--- config.mk ---
export PLATFORM = sky130hd
export DESIGN_NAME = byteswap_engine_flat
export DESIGN_NICKNAME = d
export VERILOG_FILES = /design/src/rtl/byteswap_engine_if.sv /design/src/rtl/byteswap_engine.sv /design/src/flat_wrapper.sv
export SDC_FILE = /design/constraint.sdc
export NUM_CORES = 2
export LEC_CHECK = 0
export BUFFER_PORTS_ARGS = -buffer_cell sky130_fd_sc_hd__buf_2
export CORE_AREA = 2 2 440 442
export DETAILED_ROUTE_END_ITERATION = 12
export DIE_AREA = 0 0 442 444
export GPL_ROUTABILITY_DRIVEN = 0
export SYNTH_ARGS = -nofsm -noshare
export SYNTH_HDL_FRONTEND = slang
export SYNTH_SLANG_ARGS = --single-unit
--- constraint.sdc ---
create_clock -name ap_clk -period 5.1 [get_ports ap_clk]
set_input_delay 0.765 -clock ap_clk [delete_from_list [all_inputs] [get_ports ap_clk]]
set_output_delay 0.765 -clock ap_clk [all_outputs]
set_load 0.005 [all_outputs]
--- src/rtl/byteswap_engine_if.sv ---
// Control + AXI-stream bundle for byteswap_engine.
// slave = engine side, master = the block feeding/draining the engine.
interface byteswap_engine_if #(
    parameter int C_DATA_WIDTH   = 512,
    parameter int C_LENGTH_WIDTH = 32
);
    logic                        ctrl_start;
    logic [C_LENGTH_WIDTH-1:0]   ctrl_length;
    logic [1:0]                  ctrl_mode;
    logic                        ctrl_busy;
    logic                        ctrl_done;
    logic                        s_tvalid;
    logic                        s_tready;
    logic [C_DATA_WIDTH-1:0]     s_tdata;
    logic                        m_tvalid;
    logic                        m_tready;
    logic [C_DATA_WIDTH-1:0]     m_tdata;
    logic [C_DATA_WIDTH/8-1:0]   m_tkeep;
    logic                        m_tlast;

    modport slave (
        input  ctrl_start, ctrl_length, ctrl_mode, s_tvalid, s_tdata, m_tready,
        output ctrl_busy, ctrl_done, s_tready, m_tvalid, m_tdata, m_tkeep, m_tlast
    );
    modport master (
        output ctrl_start, ctrl_length, ctrl_mode, s_tvalid, s_tdata, m_tready,
        input  ctrl_busy, ctrl_done, s_tready, m_tvalid, m_tdata, m_tkeep, m_tlast
    );
endinterface

--- src/rtl/byteswap_engine.sv ---
// Runtime-selectable byte-swap stream engine with a 2-entry skid buffer and length-driven tlast/tkeep.
// Optional BYTESWAP_ENGINE_STATS_EN adds stat_beats / stat_stall counters.
module byteswap_engine #(
    parameter int C_DATA_WIDTH     = 512,
    parameter int C_BYTE_BIT_WIDTH = 8,
    parameter int C_LENGTH_WIDTH   = 32
) (
    input  logic             ap_clk,
    input  logic             areset,
    byteswap_engine_if.slave bus
`ifdef BYTESWAP_ENGINE_STATS_EN
    ,
    output logic [31:0]      stat_beats,
    output logic [31:0]      stat_stall
`endif
);
    localparam int DWB     = C_DATA_WIDTH / 8;
    localparam int LOG_DWB = $clog2(DWB);
    localparam int BB      = C_BYTE_BIT_WIDTH;
    localparam int NBYTE   = C_DATA_WIDTH / BB;
    localparam int CW      = C_LENGTH_WIDTH + 1;
    localparam int M16     = 16 / BB - 1;
    localparam int M32     = 32 / BB - 1;
    localparam int M64     = 64 / BB - 1;

    typedef enum logic [1:0] {IDLE, RUN, DRAIN, DONE} state_t;

    state_t                        state_q, state_d;
    logic [1:0]                    mode_q;
    logic [LOG_DWB-1:0]            tail_q;
    logic [CW-1:0]                 rem_q, rem_d, beats;
    logic                          busy_q, done_q, s_rdy_q;
    logic [1:0][C_DATA_WIDTH-1:0]  dat_q;
    logic [1:0][DWB-1:0]           keep_q;
    logic [1:0]                    last_q, vld_q, vld_d;
    logic [C_DATA_WIDTH-1:0]       swp;
    logic [DWB-1:0]                keep_in;
    logic                          start_ok, push, pop, last_in;

    // Extra bit keeps the round-up from wrapping at the maximum length.
    assign beats = ({1'b0, bus.ctrl_length} + CW'(DWB - 1)) >> LOG_DWB;

    // Byte b of a lane takes byte (b XOR lane_mask), which mirrors it inside its lane.
    for (genvar b = 0; b < NBYTE; b++) begin : g_byte
        localparam int S16 = b ^ M16;
        localparam int S32 = b ^ M32;
        localparam int S64 = b ^ M64;
        assign swp[b*BB +: BB] = (mode_q == 2'd1) ? bus.s_tdata[S16*BB +: BB] :
                                 (mode_q == 2'd2) ? bus.s_tdata[S32*BB +: BB] :
                                 (mode_q == 2'd3) ? bus.s_tdata[S64*BB +: BB] :
                                                    bus.s_tdata[b*BB +: BB];
    end

    always_comb begin
        start_ok = (state_q == IDLE) && bus.ctrl_start;
        push     = bus.s_tvalid && s_rdy_q;
        pop      = vld_q[0] && bus.m_tready;
        last_in  = (rem_q == CW'(1));
        keep_in  = (last_in && tail_q != '0) ? ~({DWB{1'b1}} << tail_q) : {DWB{1'b1}};
        state_d  = state_q;
        rem_d    = rem_q;
        unique case (state_q)
            IDLE:  if (start_ok) begin
                       rem_d   = beats;
                       state_d = (beats == '0) ? DONE : RUN;
                   end
            RUN:   if (push) begin
                       rem_d = rem_q - CW'(1);
                       if (last_in) state_d = DRAIN;
                   end
            DRAIN: if (pop && last_q[0]) state_d = DONE;
            DONE:  state_d = IDLE;
            default: state_d = IDLE;
        endcase
        unique case ({push, pop})
            2'b10:   vld_d = vld_q[0] ? 2'b11 : 2'b01;
            2'b01:   vld_d = {1'b0, vld_q[1]};
            default: vld_d = vld_q;
        endcase
    end

    always_ff @(posedge ap_clk) begin
        if (areset) begin
            state_q <= IDLE;
            mode_q  <= '0;
            tail_q  <= '0;
            rem_q   <= '0;
            busy_q  <= 1'b0;
            done_q  <= 1'b0;
            s_rdy_q <= 1'b0;
            dat_q   <= '0;
            keep_q  <= '0;
            last_q  <= '0;
            vld_q   <= '0;
        end else begin
            state_q <= state_d;
            rem_q   <= rem_d;
            vld_q   <= vld_d;
            done_q  <= (state_q == DONE);
            // Ready looks one cycle ahead so a full buffer never sees a push.
            s_rdy_q <= (state_d == RUN) && (rem_d != '0) && !vld_d[1];
            if (start_ok) begin
                mode_q <= bus.ctrl_mode;
                tail_q <= bus.ctrl_length[LOG_DWB-1:0];
                busy_q <= 1'b1;
            end else if (state_q == DONE) begin
                busy_q <= 1'b0;
            end
            if (pop) begin
                dat_q[0]  <= dat_q[1];
                keep_q[0] <= keep_q[1];
                last_q[0] <= last_q[1];
            end
            if (push) begin
                if (vld_d[1]) begin
                    dat_q[1]  <= swp;
                    keep_q[1] <= keep_in;
                    last_q[1] <= last_in;
                end else begin
                    dat_q[0]  <= swp;
                    keep_q[0] <= keep_in;
                    last_q[0] <= last_in;
                end
            end
        end
    end

    assign bus.ctrl_busy = busy_q;
    assign bus.ctrl_done = done_q;
    assign bus.s_tready  = s_rdy_q;
    assign bus.m_tvalid  = vld_q[0];
    assign bus.m_tdata   = dat_q[0];
    assign bus.m_tkeep   = keep_q[0];
    assign bus.m_tlast   = last_q[0];

`ifdef BYTESWAP_ENGINE_STATS_EN
    logic [31:0] sbeats_q, sstall_q;

    always_ff @(posedge ap_clk) begin
        if (areset || start_ok) begin
            sbeats_q <= '0;
            sstall_q <= '0;
        end else begin
            if (pop && sbeats_q != '1) sbeats_q <= sbeats_q + 32'd1;
            if ((state_q == RUN || state_q == DRAIN) && vld_q[0] && !bus.m_tready && sstall_q != '1)
                sstall_q <= sstall_q + 32'd1;
        end
    end

    assign stat_beats = sbeats_q;
    assign stat_stall = sstall_q;
`endif
endmodule

--- src/flat_wrapper.sv ---
// flat-port wrapper written by rule: the top's interface ports become plain ports
module byteswap_engine_flat 
#(
    parameter int C_DATA_WIDTH     = 512,
    parameter int C_BYTE_BIT_WIDTH = 8,
    parameter int C_LENGTH_WIDTH   = 32
)
  (ap_clk, areset, bus_ctrl_start, bus_ctrl_length, bus_ctrl_mode, bus_s_tvalid, bus_s_tdata, bus_m_tready, bus_ctrl_busy, bus_ctrl_done, bus_s_tready, bus_m_tvalid, bus_m_tdata, bus_m_tkeep, bus_m_tlast);
  byteswap_engine_if #(.C_DATA_WIDTH(C_DATA_WIDTH), .C_LENGTH_WIDTH(C_LENGTH_WIDTH)) bus_i ();
  input  logic ap_clk;
  input  logic areset;
  input wire logic [$bits(bus_i.ctrl_start)-1:0] bus_ctrl_start;
  input wire logic [$bits(bus_i.ctrl_length)-1:0] bus_ctrl_length;
  input wire logic [$bits(bus_i.ctrl_mode)-1:0] bus_ctrl_mode;
  input wire logic [$bits(bus_i.s_tvalid)-1:0] bus_s_tvalid;
  input wire logic [$bits(bus_i.s_tdata)-1:0] bus_s_tdata;
  input wire logic [$bits(bus_i.m_tready)-1:0] bus_m_tready;
  output wire logic [$bits(bus_i.ctrl_busy)-1:0] bus_ctrl_busy;
  output wire logic [$bits(bus_i.ctrl_done)-1:0] bus_ctrl_done;
  output wire logic [$bits(bus_i.s_tready)-1:0] bus_s_tready;
  output wire logic [$bits(bus_i.m_tvalid)-1:0] bus_m_tvalid;
  output wire logic [$bits(bus_i.m_tdata)-1:0] bus_m_tdata;
  output wire logic [$bits(bus_i.m_tkeep)-1:0] bus_m_tkeep;
  output wire logic [$bits(bus_i.m_tlast)-1:0] bus_m_tlast;
  assign bus_i.ctrl_start = bus_ctrl_start;
  assign bus_i.ctrl_length = bus_ctrl_length;
  assign bus_i.ctrl_mode = bus_ctrl_mode;
  assign bus_i.s_tvalid = bus_s_tvalid;
  assign bus_i.s_tdata = bus_s_tdata;
  assign bus_i.m_tready = bus_m_tready;
  assign bus_ctrl_busy = bus_i.ctrl_busy;
  assign bus_ctrl_done = bus_i.ctrl_done;
  assign bus_s_tready = bus_i.s_tready;
  assign bus_m_tvalid = bus_i.m_tvalid;
  assign bus_m_tdata = bus_i.m_tdata;
  assign bus_m_tkeep = bus_i.m_tkeep;
  assign bus_m_tlast = bus_i.m_tlast;
  byteswap_engine #(.C_DATA_WIDTH(C_DATA_WIDTH), .C_BYTE_BIT_WIDTH(C_BYTE_BIT_WIDTH), .C_LENGTH_WIDTH(C_LENGTH_WIDTH)) u_core (.ap_clk(ap_clk), .areset(areset), .bus(bus_i));
endmodule
==> results by group <==
Timing
  – Clk_skew: 31.8 ps
  – Min Tclk post-route: 3430 ps
  – Max Slew Vio Count: 0
  – Final setup violation count: 0
  – Fmax: 291 MHz
  – Slew HR: 0.320
  – Hold Vio Cnt, Final: 0
  – RSZ-0062 raised after global routing: no
  – Final Cycle Share: 0.673
  – Setup_tns: 0 ps
  – Worst Tran Pin Value: 1020 ps

Global route
  – Gr ovfl total: 0
  – Vias in the first global route: 53800
  – GRT Total Usage: 0.244
  – Antenna violations before repair: 93
  – Global-route wire length before repair: 365000 µm
  – Largest net degree at the start of global routing: 172

Floorplan
  – Row count: 161
  – Die H: 444 µm
  – Die area: 196000 µm²
  – Io pins: 1132
  – Die X: 442 µm
  – Core box area: 192000 µm²
  – Effective utilization at floorplan: 0.336

CTS
  – Post-CTS sizing: 0
  – CTS root buf: clkbuf_16
  – Setup Buffers After CTS: 0
  – Sink Count: 1202
  – Cts hold-fix bufs: 0
  – Clock buffer depth: 3
  – CTS Buf Count: 143
  – CTS tree: yes
  – Worst-Skew Late Latency: 810 ps
  – H-tree depth: 4
  – CTS clk-pin slew, worst paths: 60 ps

Route
  – Router iterations before antenna repair: 6
  – Final wirelength: 251000 µm
  – Via density: 5.68
  – Initial DRC count: 6167
  – Via count: 58400
  – Routed Antenna Nets: 0
  – WL/cell: 24.4 µm
  – Residual DRC: 0

Yosys
  – Number of flops mapped to enable cells by yosys: 0
  – Post-synth ARST share: 0
  – Most used DFF post-synth: dfxtp_1
  – Synthesis-stage register bit count: 1202
  – YS warnings: 0
  – Synth Area per Inst: 8.67 µm²
  – Post-synthesis sequential area ratio: 0.374
  – Syn nets: 7981
  – Synth Cell Area: 64400 µm²
  – Mapped Cells: 7426
  – Number of distinct library cells after synthesis: 78

Outcome
  – Status: completed

Setup path
  – Endpoint class of the critical path: flop
  – R2R setup slack: 1670 ps
  – Setup CP Type: reg -> reg
  – Worst EP arrival: 4120 ps
  – Crit path launch type: flop
  – CP Launch Point: u_core.bus.s_tready$_SDFF_PP0_
  – Req. time, crit path: 5780 ps
  – Worst Path Max Fanout: 102
  – Launching point of the worst reg2reg path: u_core.bus.s_tready$_SDFF_PP0_

Final layout
  – Share of layout cells above drive strength 1: 0.265
  – NumNets Final: 8126
  – Area delta synth->final: 12.9%

Worst hold path
  – Worst Hold Class: in -> reg
  – Worst hold start: bus_ctrl_mode[0]

Power
  – Leak Pwr: 25.8 nW
  – Worst VDD drop: 0.313 mV
  – Final Power: 23.8 mW
  – PD cells: 327 nW/µm²

Placement
  – Dpl hpwl: 179000 µm
  – PortBufs: 1131

Flow run
  – Max-cap check violation count: 0
==> layer usage <==
metal	global-route usage	share of wire	wire (µm)	vias up
met5	0	0.00070	175	-
met4	0.166	0.074	18500	28
met3	0.0661	0.092	23100	583
met2	0.385	0.46	116000	2980
met1	0.290	0.37	92600	28700
li1	-	-	-	26100
==> placed cells by master (no fill, tap or decap), types with 76 or more instances in the layout <==
cell | Yosys | final
mux4_2 | 512 | 512
buf_4 | 577 | 79
dfxtp_1 | 1202 | 1200
nor3_1 | 529 | 529
diode_2 | 0 | 76
a311oi_1 | 628 | 628
clkbuf_16 | 0 | 145
nor2_1 | 1669 | 1668
buf_2 | 29 | 1130
nand2_1 | 1231 | 1229
==> flip-flops by register name, indices dropped and copies added (netlist names) <==
register,flops
u_core.tail_q,6
u_core.rem_q,33
u_core.state_q,2
u_core.keep_q,64
u_core.last_q,2
u_core.dat_q,512
u_core.bus.ctrl_busy,1
u_core.bus.m_tdata,512
u_core.vld_q,2
u_core.bus.m_tkeep,64
u_core.bus.ctrl_done,1
u_core.mode_q,2
u_core.bus.s_tready,1
==> worst max-delay path, stage by stage (launching register included) <==
cell      delay, ps
dfxtp_1         400
nand2_1         170
inv_2           230
ha_1            310
a21oi_1         560
nand2_4         430
buf_12          340
buf_4           390
a311oi_1        300
==> layout make-up <==
class | count | area, µm²
multi-input cells | 4959 | 33400
inverters | 12 | 52.6
clock inverters | 45 | 518
clock buffers | 210 | 4190
repair buffers | 1253 | 7120
flip-flops and latches | 1202 | 24100
well taps | 2526 | 3160
fillers | 19100 | 119000
diodes | 76 | 190
==> through the flow <==
step                      setup WS, ps  area [µm²]  hold slack (ps)  instances  utilization
final                             1670       72700              218      10300        0.380
after global routing              1530       72700              169      10300        0.379
after CTS                         1790       72500              129      10200        0.379
after detailed placement          1280       67800              463       9952        0.354
after global placement            1420       67800              449       9952        0.354
after floorplan                   1920       64400              432       7426            -
==> synth_stat cells, drive strengths merged, types with 7 or more instances <==
library cell | number | share of area
nor2 | 1670 | 0.097
nand2 | 1232 | 0.072
dfxtp | 1202 | 0.37
buf | 673 | 0.073
a311oi | 628 | 0.085
clkbuf | 580 | 0.034
nor3 | 532 | 0.042
mux4 | 512 | 0.18
and3 | 71 | 0.0069
a21oi | 38 | 0.0030
nand3 | 28 | 0.0023
nand4 | 24 | 0.0027
o21ai | 22 | 0.0017
xnor2 | 19 | 0.0026
a211oi | 17 | 0.0020
nand2b | 13 | 0.0013
nor4 | 13 | 0.0021
inv | 11 | 0.00064
and2 | 9 | 0.00087
and4 | 9 | 0.0012
nor2b | 9 | 0.00087
o211ai | 8 | 0.00093
or3 | 8 | 0.00078
a31oi | 7 | 0.00068
or2 | 7 | 0.00068
==> final timing paths <==
path	endpoint	cells past startpoint
min reg2reg	u_core.bus.m_tdata[507]$_SDFF_PP0_	2
max	u_core.bus.m_tdata[382]$_SDFF_PP0_	8
min	u_core.mode_q[0]$_SDFFE_PP0P_	3
max reg2reg	u_core.bus.m_tdata[382]$_SDFF_PP0_	8
==> kinds of logic after synthesis <==
kind of cell               Yosys count  synth area share
buffers and inverters             1265             0.108
muxes                              521             0.181
and+or+nand+nor                   3646             0.233
AOI/OAI and AO/OA                  764             0.100
DFF                               1202             0.374
adders and majority gates            4          0.000777
xor gates and xnor gates            24           0.00326
==> where the power goes <==
group / leakage, nW / internal (mW) / total (mW) / switching, mW
registers: 9.77 / 9.72 / 9.99 / 0.261
logic: 13.7 / 1.44 / 3.45 / 2.02
clock network: 2.30 / 6.02 / 10.4 / 4.35
No activity file was read; power rests on OpenSTA's default activity.
